==> src/rtl/noisy_wave_gen.sv <==
// noisy_wave_gen: phase-accumulator test-signal source for the filter datapath.
//
// The generator produces square, sawtooth or triangle waves with programmable
// gain. It adds optional LFSR noise to the scaled wave, saturating the result.
// A clock divider sets the sample rate.
//
// Each divider tick launches one sample into a 3-stage pipeline:
//   E0  the tick edge. The phase and the LFSR advance, and the controls are captured.
//   E1  the raw waveform and the noise term are registered.
//   E2  the scaled product is registered.
//   E3  clean_signal and noisy_signal update, and sample_valid is high for one cycle.
//
// Ports:
//   clk, rst_n    clock and asynchronous active-low reset.
//   enable        runs the sample divider.
//   sample_div    sample period minus 1, in clk cycles.
//   phase_inc     phase step per sample.
//   wave_sel      0 square, 1 sawtooth, 2 triangle, 3 zero.
//   amplitude     unsigned gain. 0x8000 is unity, and larger values clamp to 0x8000.
//   noise_en      adds noise when 1.
//   noise_level   arithmetic right shift applied to the noise, 0..15.
//   clean_signal  scaled waveform without noise (signed).
//   noisy_signal  scaled waveform plus noise, saturated (signed).
//   sample_valid  one-cycle strobe when both outputs update.
module noisy_wave_gen #(
  parameter int          PHASE_W   = 24,
  parameter int          DIV_W     = 16,
  parameter logic [15:0] LFSR_SEED = 16'hACE1
) (
  input  logic                clk,
  input  logic                rst_n,
  input  logic                enable,
  input  logic [DIV_W-1:0]    sample_div,
  input  logic [PHASE_W-1:0]  phase_inc,
  input  logic [1:0]          wave_sel,
  input  logic [15:0]         amplitude,
  input  logic                noise_en,
  input  logic [3:0]          noise_level,
  output logic signed [15:0]  clean_signal,
  output logic signed [15:0]  noisy_signal,
  output logic                sample_valid
);

  // Divider and tick-edge state
  logic [DIV_W-1:0]   div_cnt_q, div_cnt_d;
  logic [PHASE_W-1:0] phase_q, phase_d;
  logic [15:0]        lfsr_q, lfsr_d;
  logic               tick_s;

  // Stage 0: controls captured with the tick
  logic               s0_valid_q;
  logic [1:0]         s0_wave_q, s0_wave_d;
  logic signed [16:0] s0_amp_q, s0_amp_d;
  logic               s0_nen_q, s0_nen_d;
  logic [3:0]         s0_lvl_q, s0_lvl_d;

  // Stage 1: raw waveform and noise term
  logic               s1_valid_q;
  logic signed [15:0] s1_raw_q, s1_raw_d;
  logic signed [16:0] s1_amp_q, s1_amp_d;
  logic signed [15:0] s1_noise_q, s1_noise_d;

  // Stage 2: scaled product
  logic               s2_valid_q;
  logic signed [32:0] s2_prod_q, s2_prod_d;
  logic signed [15:0] s2_noise_q, s2_noise_d;

  // Output stage
  logic signed [15:0] clean_q, clean_d;
  logic signed [15:0] noisy_q, noisy_d;
  logic               valid_q;

  logic [15:0]        p_s;
  logic [14:0]        t_s;
  logic signed [15:0] clean_s;
  logic signed [16:0] sum_s;

  // Divider, phase accumulator and LFSR next state
  always_comb begin
    tick_s    = 1'b0;
    div_cnt_d = div_cnt_q;
    phase_d   = phase_q;
    lfsr_d    = lfsr_q;
    if (!enable) begin
      div_cnt_d = '0;
    end else if (div_cnt_q >= sample_div) begin
      // Using >= rather than == means that lowering sample_div below the count forces a tick.
      tick_s    = 1'b1;
      div_cnt_d = '0;
      phase_d   = phase_q + phase_inc;
      lfsr_d    = {lfsr_q[14:0], lfsr_q[15] ^ lfsr_q[13] ^ lfsr_q[12] ^ lfsr_q[10]};
    end else begin
      div_cnt_d = div_cnt_q + DIV_W'(1);
    end
  end

  // Control capture at the tick. The gain is clamped here to 0x8000.
  always_comb begin
    s0_wave_d = s0_wave_q;
    s0_amp_d  = s0_amp_q;
    s0_nen_d  = s0_nen_q;
    s0_lvl_d  = s0_lvl_q;
    if (tick_s) begin
      s0_wave_d = wave_sel;
      s0_nen_d  = noise_en;
      s0_lvl_d  = noise_level;
      if (amplitude > 16'h8000) begin
        s0_amp_d = 17'sh08000;
      end else begin
        s0_amp_d = {1'b0, amplitude};
      end
    end else begin
      s0_wave_d = s0_wave_q;
    end
  end

  // Waveform lookup from the phase top bits, plus the noise term from the advanced LFSR
  always_comb begin
    p_s        = phase_q[PHASE_W-1 -: 16];
    t_s        = p_s[14:0];
    s1_raw_d   = s1_raw_q;
    s1_amp_d   = s1_amp_q;
    s1_noise_d = s1_noise_q;
    if (s0_valid_q) begin
      s1_amp_d = s0_amp_q;
      case (s0_wave_q)
        2'd0: s1_raw_d = p_s[15] ? 16'sh8001 : 16'sh7FFF;
        2'd1: s1_raw_d = {~p_s[15], p_s[14:0]};
        // The rising half is {t,0} - 32768, which flips the top bit of {t,0}.
        2'd2: s1_raw_d = p_s[15] ? (16'sh7FFF - $signed({t_s, 1'b0}))
                                 : $signed({~t_s[14], t_s[13:0], 1'b0});
        default: s1_raw_d = 16'sh0000;
      endcase
      if (s0_nen_q) begin
        s1_noise_d = $signed(lfsr_q) >>> s0_lvl_q;
      end else begin
        s1_noise_d = 16'sh0000;
      end
    end else begin
      s1_raw_d = s1_raw_q;
    end
  end

  // Gain multiply. The clamped gain is non-negative, so a signed 17-bit operand is exact.
  always_comb begin
    s2_prod_d  = s2_prod_q;
    s2_noise_d = s2_noise_q;
    if (s1_valid_q) begin
      s2_prod_d  = s1_raw_q * s1_amp_q;
      s2_noise_d = s1_noise_q;
    end else begin
      s2_prod_d  = s2_prod_q;
    end
  end

  // Rescale the product and add the noise with saturation. The outputs hold between strobes.
  always_comb begin
    // |product| <= 2^30, so bits [30:15] hold the complete shifted result.
    clean_s = s2_prod_q[30:15];
    sum_s   = {clean_s[15], clean_s} + {s2_noise_q[15], s2_noise_q};
    clean_d = clean_q;
    noisy_d = noisy_q;
    if (s2_valid_q) begin
      clean_d = clean_s;
      if (sum_s[16] != sum_s[15]) begin
        noisy_d = sum_s[16] ? 16'sh8000 : 16'sh7FFF;
      end else begin
        noisy_d = sum_s[15:0];
      end
    end else begin
      clean_d = clean_q;
    end
  end

  // State and pipeline registers. Reset discards any samples in flight.
  always_ff @(posedge clk or negedge rst_n) begin
    if (!rst_n) begin
      div_cnt_q  <= '0;
      phase_q    <= '0;
      lfsr_q     <= LFSR_SEED;
      s0_valid_q <= 1'b0;
      s0_wave_q  <= 2'd0;
      s0_amp_q   <= 17'sd0;
      s0_nen_q   <= 1'b0;
      s0_lvl_q   <= 4'd0;
      s1_valid_q <= 1'b0;
      s1_raw_q   <= 16'sd0;
      s1_amp_q   <= 17'sd0;
      s1_noise_q <= 16'sd0;
      s2_valid_q <= 1'b0;
      s2_prod_q  <= 33'sd0;
      s2_noise_q <= 16'sd0;
      clean_q    <= 16'sd0;
      noisy_q    <= 16'sd0;
      valid_q    <= 1'b0;
    end else begin
      div_cnt_q  <= div_cnt_d;
      phase_q    <= phase_d;
      lfsr_q     <= lfsr_d;
      s0_valid_q <= tick_s;
      s0_wave_q  <= s0_wave_d;
      s0_amp_q   <= s0_amp_d;
      s0_nen_q   <= s0_nen_d;
      s0_lvl_q   <= s0_lvl_d;
      s1_valid_q <= s0_valid_q;
      s1_raw_q   <= s1_raw_d;
      s1_amp_q   <= s1_amp_d;
      s1_noise_q <= s1_noise_d;
      s2_valid_q <= s1_valid_q;
      s2_prod_q  <= s2_prod_d;
      s2_noise_q <= s2_noise_d;
      clean_q    <= clean_d;
      noisy_q    <= noisy_d;
      valid_q    <= s2_valid_q;
    end
  end

  assign clean_signal = clean_q;
  assign noisy_signal = noisy_q;
  assign sample_valid = valid_q;

endmodule

==> config.mk <==
export PLATFORM = sky130hd
export DESIGN_NAME = noisy_wave_gen
export DESIGN_NICKNAME = d
export VERILOG_FILES = /design/src/rtl/noisy_wave_gen.sv
export SDC_FILE = /design/constraint.sdc
export NUM_CORES = 1
export LEC_CHECK = 0
export CORE_MARGIN = 4
export CORE_UTILIZATION = 60
export CTS_CLUSTER_DIAMETER = 120
export DETAILED_ROUTE_END_ITERATION = 8
export PLACE_DENSITY = 0.8
export SLEW_MARGIN = 20
export SYNTH_ARGS = -nofsm -noshare
export SYNTH_HDL_FRONTEND = slang
export SYNTH_SLANG_ARGS = --single-unit
==> constraint.sdc <==
create_clock -name clk -period 10.05 [get_ports clk]
set_input_delay 1.005 -clock clk [delete_from_list [all_inputs] [get_ports clk]]
set_output_delay 1.005 -clock clk [all_outputs]
set_load 0.01 [all_outputs]
==> metrics.txt, run 1 <==
DRC Markers=0; CP Cell Sequence=and2_1, fa_1, inv_1, fa_1, fa_1, fa_1, inv_1, fa_1, inv_1, fa_1, inv_1, ha_1, and4_1, a31oi_1, o21ai_1, a31o_2, a21oi_1, xnor2_1, mux2_2; Synth area leaders=dfrtp_1 24%, fa_1 20%, ha_1 11%; RSZ-0062 raised after global routing=no; critical path class=reg -> reg; dpl hpwl=32.60 mm; wire length on met2=20.57 mm; clock network fraction of total power=32.7%; Avg Inst Size Synth=about 9.2 um^2; Worst setup SP type=flop; most used cell, CP=fa_1; final setup TNS=0 ps; number of global-route vias before repair=15.08k; run status=finished, final reports clean; gate count after technology mapping=approximately 2.1k; wire length on met1=between 15 and 20 mm; number of stages on the worst setup path=19; Resized cells post-CTS=0; area growth from synthesis to layout=9.271%; sequential cell area fraction in the yosys report=25.55%; top_reg_cell synth=dfrtp_1; Yosys reg bits=195; fin crit period=~6600 ps; CP endpoint kind=flop; VDD IR max=0.0001091 V; nets=2532; R2R cell count=19; buffer and inverter count on the worst path=4; overall power=2050 uW; top cell type by total area after synthesis=dfrtp_1; remaining antenna violation count=0; Fmax achieved=between 0.15 and 0.2 GHz; crit-path leading delay family=adder cells; CP max stage cell=a31oi_1; Leak=0.01051 uW; deepest clock path buffer count=2; Ports=99; routed wl met3=2.123 mm; final instance area=20910 um^2; global-route wire length before repair=73.20 mm; number of flops mapped to enable cells by yosys=0; 1st-pass router iterations=5; Avg Vias per Cell=between 5 and 6; root buf cell=clkbuf_16; max cap viols=0; Highest Signal Layer=met4; fraction of layout cells with a size suffix above 1=7.311%; detailed-route via count=14.45k; Die X-Extent=186.6 um; Power Density=roughly 98 nW/um^2; largest net degree at the start of global routing=a little over 90; Final Hold Fails=0; R2R setup slack=3470 ps; crit-path max cell delay=700 ps; R2R Path End=s2_prod_q[21]$_DFFE_PN0P_; slew margin rel.=37.63%; # diodes=0; gpl congestion=0.9209; initial antenna violation count=0; worst r2r src=s1_amp_q[7]$_DFFE_PN0P_; syn nets=about 2.5k; sequential share of power=45.4%; Yosys warnings=0; Slew @ Worst Pin=933.6 ps; top cell type's share of synthesized area=approximately 24%; Initial Utilization=60.81%; CTS Sinks=between 150 and 200; First DRT Iteration DRCs=916; CTS tree=built; die area=34820 um^2; # Post-CTS Setup Buffers=0; H-tree lvl count=4; skew final=12.46 ps; worst hold path type=reg -> reg; GR Overflow Total=0; Net Sw Power=635.7 uW; CP Max Fanout=17; clock slew at reported path FFs=70 ps; crit share post-route=65.48%; Internal Power=roughly 1400 uW; fin. max-slew vios=0; WP data required=10380 ps; IO buf count=98; core region area=~31000 um^2; fin util=roughly 66%; ys async rst share=100.0%; CP startpoint=s1_amp_q[7]$_DFFE_PN0P_; FP Rows=65; sw frac=31.01%; Comb power frac=a little over a fifth; mapped cell area=19140 um^2; crit path capture=s2_prod_q[21]$_DFFE_PN0P_; Routed WL per cell=~17 um; CP Data Arrival Time=6910 ps; final setup vio count=0; hold slack=482.3 ps; final WL=41.71 mm; height of the die=186.6 um; GRT Util Overall=25.06%; DP Area=20330 um^2; clock buffer count from CTS=17; Distinct cells, synth=77; hold buffers post-CTS=0; worst-skew pair later-pin latency=450 ps
==> metal layers <==
layer	vias to the layer above	GRT usage [%]
li1	6820	-
met1	7170	33.89
met2	380	41.72
met3	82	3.573
met4	0	8.987
met5	-	0
==> cells in the final DEF (no fill, tap or decap), types with 7 or more instances in the layout <==
| cell | count |
|---|---|
| nor4_1 | 11 |
| ha_1 | 164 |
| xnor2_1 | 52 |
| a21o_1 | 27 |
| fa_1 | 195 |
| inv_1 | 292 |
| o211ai_1 | 8 |
| o221a_1 | 10 |
| a31oi_1 | 11 |
| o22ai_1 | 11 |
| dfrtp_1 | 186 |
| mux2_2 | 72 |
| nor2b_1 | 20 |
| and2_1 | 117 |
| nor2_1 | 103 |
| nand2_1 | 284 |
| mux2i_1 | 12 |
| nand2b_1 | 23 |
| clkbuf_16 | 17 |
| o21bai_1 | 7 |
| nand3_1 | 26 |
| o21ai_0 | 79 |
| dfstp_2 | 8 |
| clkdlybuf4s50_1 | 97 |
| nand4_1 | 14 |
| nor3_1 | 19 |
| xor2_1 | 25 |
| and3_1 | 11 |
| a21oi_1 | 101 |
==> how the worst min path moves through the flow <==
stage,startpoint,end,slack [ps],cells after the start
global placement,phase_q[3]$_DFFE_PN0P_,phase_q[3]$_DFFE_PN0P_,450,2
global route,lfsr_q[6]$_DFFE_PN1P_,lfsr_q[6]$_DFFE_PN1P_,490,2
floorplan,s0_valid_q$_DFF_PN0_,s1_valid_q$_DFF_PN0_,350,0
CTS,s0_amp_q[15]$_DFFE_PN0P_,s0_amp_q[15]$_DFFE_PN0P_,480,2
finish,lfsr_q[11]$_DFFE_PN1P_,lfsr_q[11]$_DFFE_PN1P_,480,2
detailed placement,s0_amp_q[15]$_DFFE_PN0P_,s0_amp_q[15]$_DFFE_PN0P_,470,2
==> cells by family after synthesis <==
logic type / synth area share [%]
compound gates: 11.01
xor+xnor: 3.524
simple gates: 15.94
flops: 25.55
mux: 5.295
fa+ha+maj: 31.12
buf+inv: 7.564
==> flip-flops by register name, summed over array words and instances, names as in the netlist, 2 cells and up <==
name          cells
clean_signal     16
s1_raw_q         16
phase_q          24
div_cnt_q        16
noisy_signal     16
s2_noise_q       16
s0_amp_q         16
s1_amp_q         16
s1_noise_q       16
s2_prod_q        16
s0_lvl_q          4
s0_wave_q         2
lfsr_q           16
==> power by group through the flow <==
stage / Sequential [uW] / Combinational [uW] / Clock (uW)
3_5_place_dp: 944 / 445 / 0
3_3_place_gp: 941 / 432 / 0
5_1_grt: 942 / 509 / 719
6_report: 932 / 447 / 671
4_1_cts: 929 / 450 / 684
2_1_floorplan: 881 / 340 / 0
==> area by class of cell <==
cell class / count / area [um^2]
clock inverter: 11 / 130.1
fill: 2464 / 10560
sequential: 195 / 4891
multi-input combinational: 1494 / 12800
timing repair buffer: 104 / 1030
clock buffer: 21 / 450.4
inverter: 295 / 1107
tap: 402 / 503.0
==> synth_stat cells, types with 5 or more instances <==
master / number
nand3_1: 26
dfrtp_1: 187
nor4_1: 11
o221a_1: 10
and2_1: 117
xor2_1: 25
a31oi_1: 11
o211ai_1: 8
nand2b_1: 23
nand2_1: 284
a211oi_1: 5
buf_1: 7
nor2_1: 103
o21ai_1: 6
o221a_2: 6
ha_1: 164
nand4_1: 14
o21ai_0: 79
and3_1: 11
a21o_1: 27
nor2b_1: 20
inv_1: 292
buf_2: 8
o21bai_1: 7
a21oi_1: 101
mux2_2: 72
nor3_1: 19
o22ai_1: 11
mux2i_1: 12
dfstp_2: 8
fa_1: 195
clkbuf_1: 70
xnor2_1: 52
==> per-stage QoR <==
step           std cells  setup slack, ps
3_3_place_gp        2490             3668
3_5_place_dp        2490             3534
6_report            2522             3470
4_1_cts             2522             3562
5_1_grt             2522             3271
2_1_floorplan       2070             4171
==> worst register-to-register path, stage by stage, from the launching register on <==
cell	delay [ps]
dfrtp_1	600
and2_1	300
fa_1	530
inv_1	50
fa_1	450
fa_1	490
fa_1	500
inv_1	60
fa_1	540
inv_1	60
fa_1	530
inv_1	40
ha_1	310
and4_1	180
a31oi_1	700
o21ai_1	300
a31o_2	330
a21oi_1	170
xnor2_1	70
mux2_2	260
No activity file was read; power rests on OpenSTA's default activity.
==> run 2, diff against run 1 <==
==> constraint.sdc (replaced) <==
create_clock -name clk -period 6.2 [get_ports clk]
set_input_delay 0.62 -clock clk [delete_from_list [all_inputs] [get_ports clk]]
set_output_delay 0.62 -clock clk [all_outputs]
set_load 0.01 [all_outputs]
==> run 2 against run 1 <==
Wire length up 3.2%. Via count up 2.0%. Setup slack worse by 3200 ps. Highest routed layer unchanged. Die area unchanged. Clock power up 73%. Global-route usage up 0.53 points. Cell count up 1.5%. Combinational power up 79%. Power up 68%. Final area up 1.7%. Sequential cell count unchanged.
==> metrics.txt, run 2 (same netlist as run 1, synthesis figures left out) <==
register name with the most flops=phase_q; Die X-Extent=roughly 190 um; GR Overflow Total=0; critical path class=reg -> reg; hold buffers post-CTS=0; pre-CTS setup slack=-33.62 ps; Routed WL per cell=16.82 um; Fmax achieved=0.1676 GHz; final WL=approximately 43 mm; Reg area=4906 um^2; deepest clock path buffer count=2; fin worst setup slack=231.7 ps; gpl congestion=roughly 0.9; fraction of layout cells with a size suffix above 1=9.689%; VDD IR max=around 0.00016 V; Internal Power=between 2000 and 2500 uW; commonest non-fill, non-tap cells in the layout=292 x inv_1, 284 x nand2_1, 195 x fa_1; Net Sw Power=about 1100 uW; root buf cell=clkbuf_16; worst hold path type=in -> async; R2R cell count=19; CP startpoint=s1_amp_q[7]$_DFFE_PN0P_; fin crit period=5968 ps; Comb power frac=a little under a quarter; CP Data Arrival Time=6300 ps; GRT Util Overall=about 26%; max FFs per register=24; clock network fraction of total power=33.7%; Final Hold Fails=0; Worst setup SP type=flop; fin. max-slew vios=0; Power Density=161.6 nW/um^2; clock slew at reported path FFs=70 ps; run status=finished, final reports clean; DRC Markers=0; sw frac=between 30% and 40%; crit share post-route=96.26%; clock buffer count from CTS=17; R2R Path End=s2_prod_q[25]$_DFFE_PN0P_; area growth from synthesis to layout=11.09%; # diodes=0; Slew @ Worst Pin=959.2 ps; R2R setup slack=230 ps; slew margin rel.=between 30% and 40%; fin util=67.55%; number of global-route vias before repair=between 15k and 20k; Leak=around 0.011 uW; DP Area=20610 um^2; largest net degree at the start of global routing=69; footprint of the multi-input gates=12830 um^2; initial antenna violation count=0; CTS Sinks=195; overall power=~3400 uW; CP endpoint kind=flop; dpl hpwl=approximately 34 mm; crit path capture=s2_prod_q[25]$_DFFE_PN0P_; Filler cells=roughly 2.4k; WP data required=6540 ps; die area=34820 um^2; nets=2569; FP Rows=65; First DRT Iteration DRCs=between 900 and 1k; worst r2r src=s1_amp_q[7]$_DFFE_PN0P_; skew final=around 14 ps; Ports=99; Avg Vias per Cell=5.762; IO buf count=98; detailed-route via count=14.74k; global-route wire length before repair=between 70 and 80 mm; final setup vio count=0; leading cell type in the layout, fill and taps excluded=inv_1; max cap viols=0; H-tree lvl count=4; core region area=31470 um^2; final setup TNS=0 ps; remaining antenna violation count=0; CP Max Fanout=11; CTS tree=built; worst-skew pair later-pin latency=between 400 and 500 ps; sequential share of power=42.9%; Initial Utilization=60.81%; height of the die=about 190 um; final instance area=21260 um^2; 1st-pass router iterations=6
## run 2: final cells by class
cell class | count | share of cell area [%]
multi-input cells | 1494 | 60.35
flip-flops and latches | 195 | 23.08
repair buffers | 141 | 6.150
inverters | 295 | 5.208
well taps | 402 | 2.366
clock buffers | 19 | 2.036
clock inverters | 13 | 0.8121
## run 2: how the worst min path moves through the flow
stage                                        endpoint  slack (ps)  cells after the start
after floorplan           clean_signal[0]$_DFFE_PN0P_         320                      0
after global placement         phase_q[3]$_DFFE_PN0P_         450                      2
after detailed placement       phase_q[3]$_DFFE_PN0P_         460                      2
after CTS                 clean_signal[4]$_DFFE_PN0P_         170                      1
after global routing      clean_signal[4]$_DFFE_PN0P_         190                      1
final                     clean_signal[4]$_DFFE_PN0P_         150                      1
## run 2: timing repair
action,4_1_cts,5_1_grt
pin swaps,0,4
hold endpoints to repair,0,0
buffers inserted,0,0
gates resized for setup,1,18
setup endpoints to repair,3,9
## run 2: worst max-delay path, stage by stage, from the launching register on
cell and delay, ps:
dfrtp_1 500, and2_1 230, fa_1 530, inv_1 50, fa_1 450, fa_1 480
fa_1 490, inv_1 50, fa_1 550, inv_1 60, fa_1 520, inv_1 50
ha_1 310, and4_1 180, a31oi_2 420, nand3_1 150, a31oi_1 290, o21bai_1 120
xor2_1 140, mux2_2 270
## run 2: metrics by stage
stage	hold WS (ps)	cells
2_1_floorplan	324.4	2070
3_3_place_gp	452.9	2527
4_1_cts	169.9	2559
3_5_place_dp	460.2	2527
5_1_grt	190.8	2559
6_report	149.9	2559
## run 2: power by group through the flow
stage               sequential [uW]  clock (uW)  combinational (uW)
floorplan                      1430           0                 552
global placement               1490           0                 771
detailed placement             1490           0                 795
CTS                            1470        1170                 803
global route                   1490        1230                 907
finish                         1480        1160                 802
## run 2: per-layer routing
| metal | global-route usage, % | share of wire, % |
|---|---|---|
| met1 | 34.65 | 43 |
| met2 | 43.99 | 49 |
| met3 | 2.918 | 5.1 |
| met4 | 7.366 | 2.6 |
| met5 | 0 | 0 |
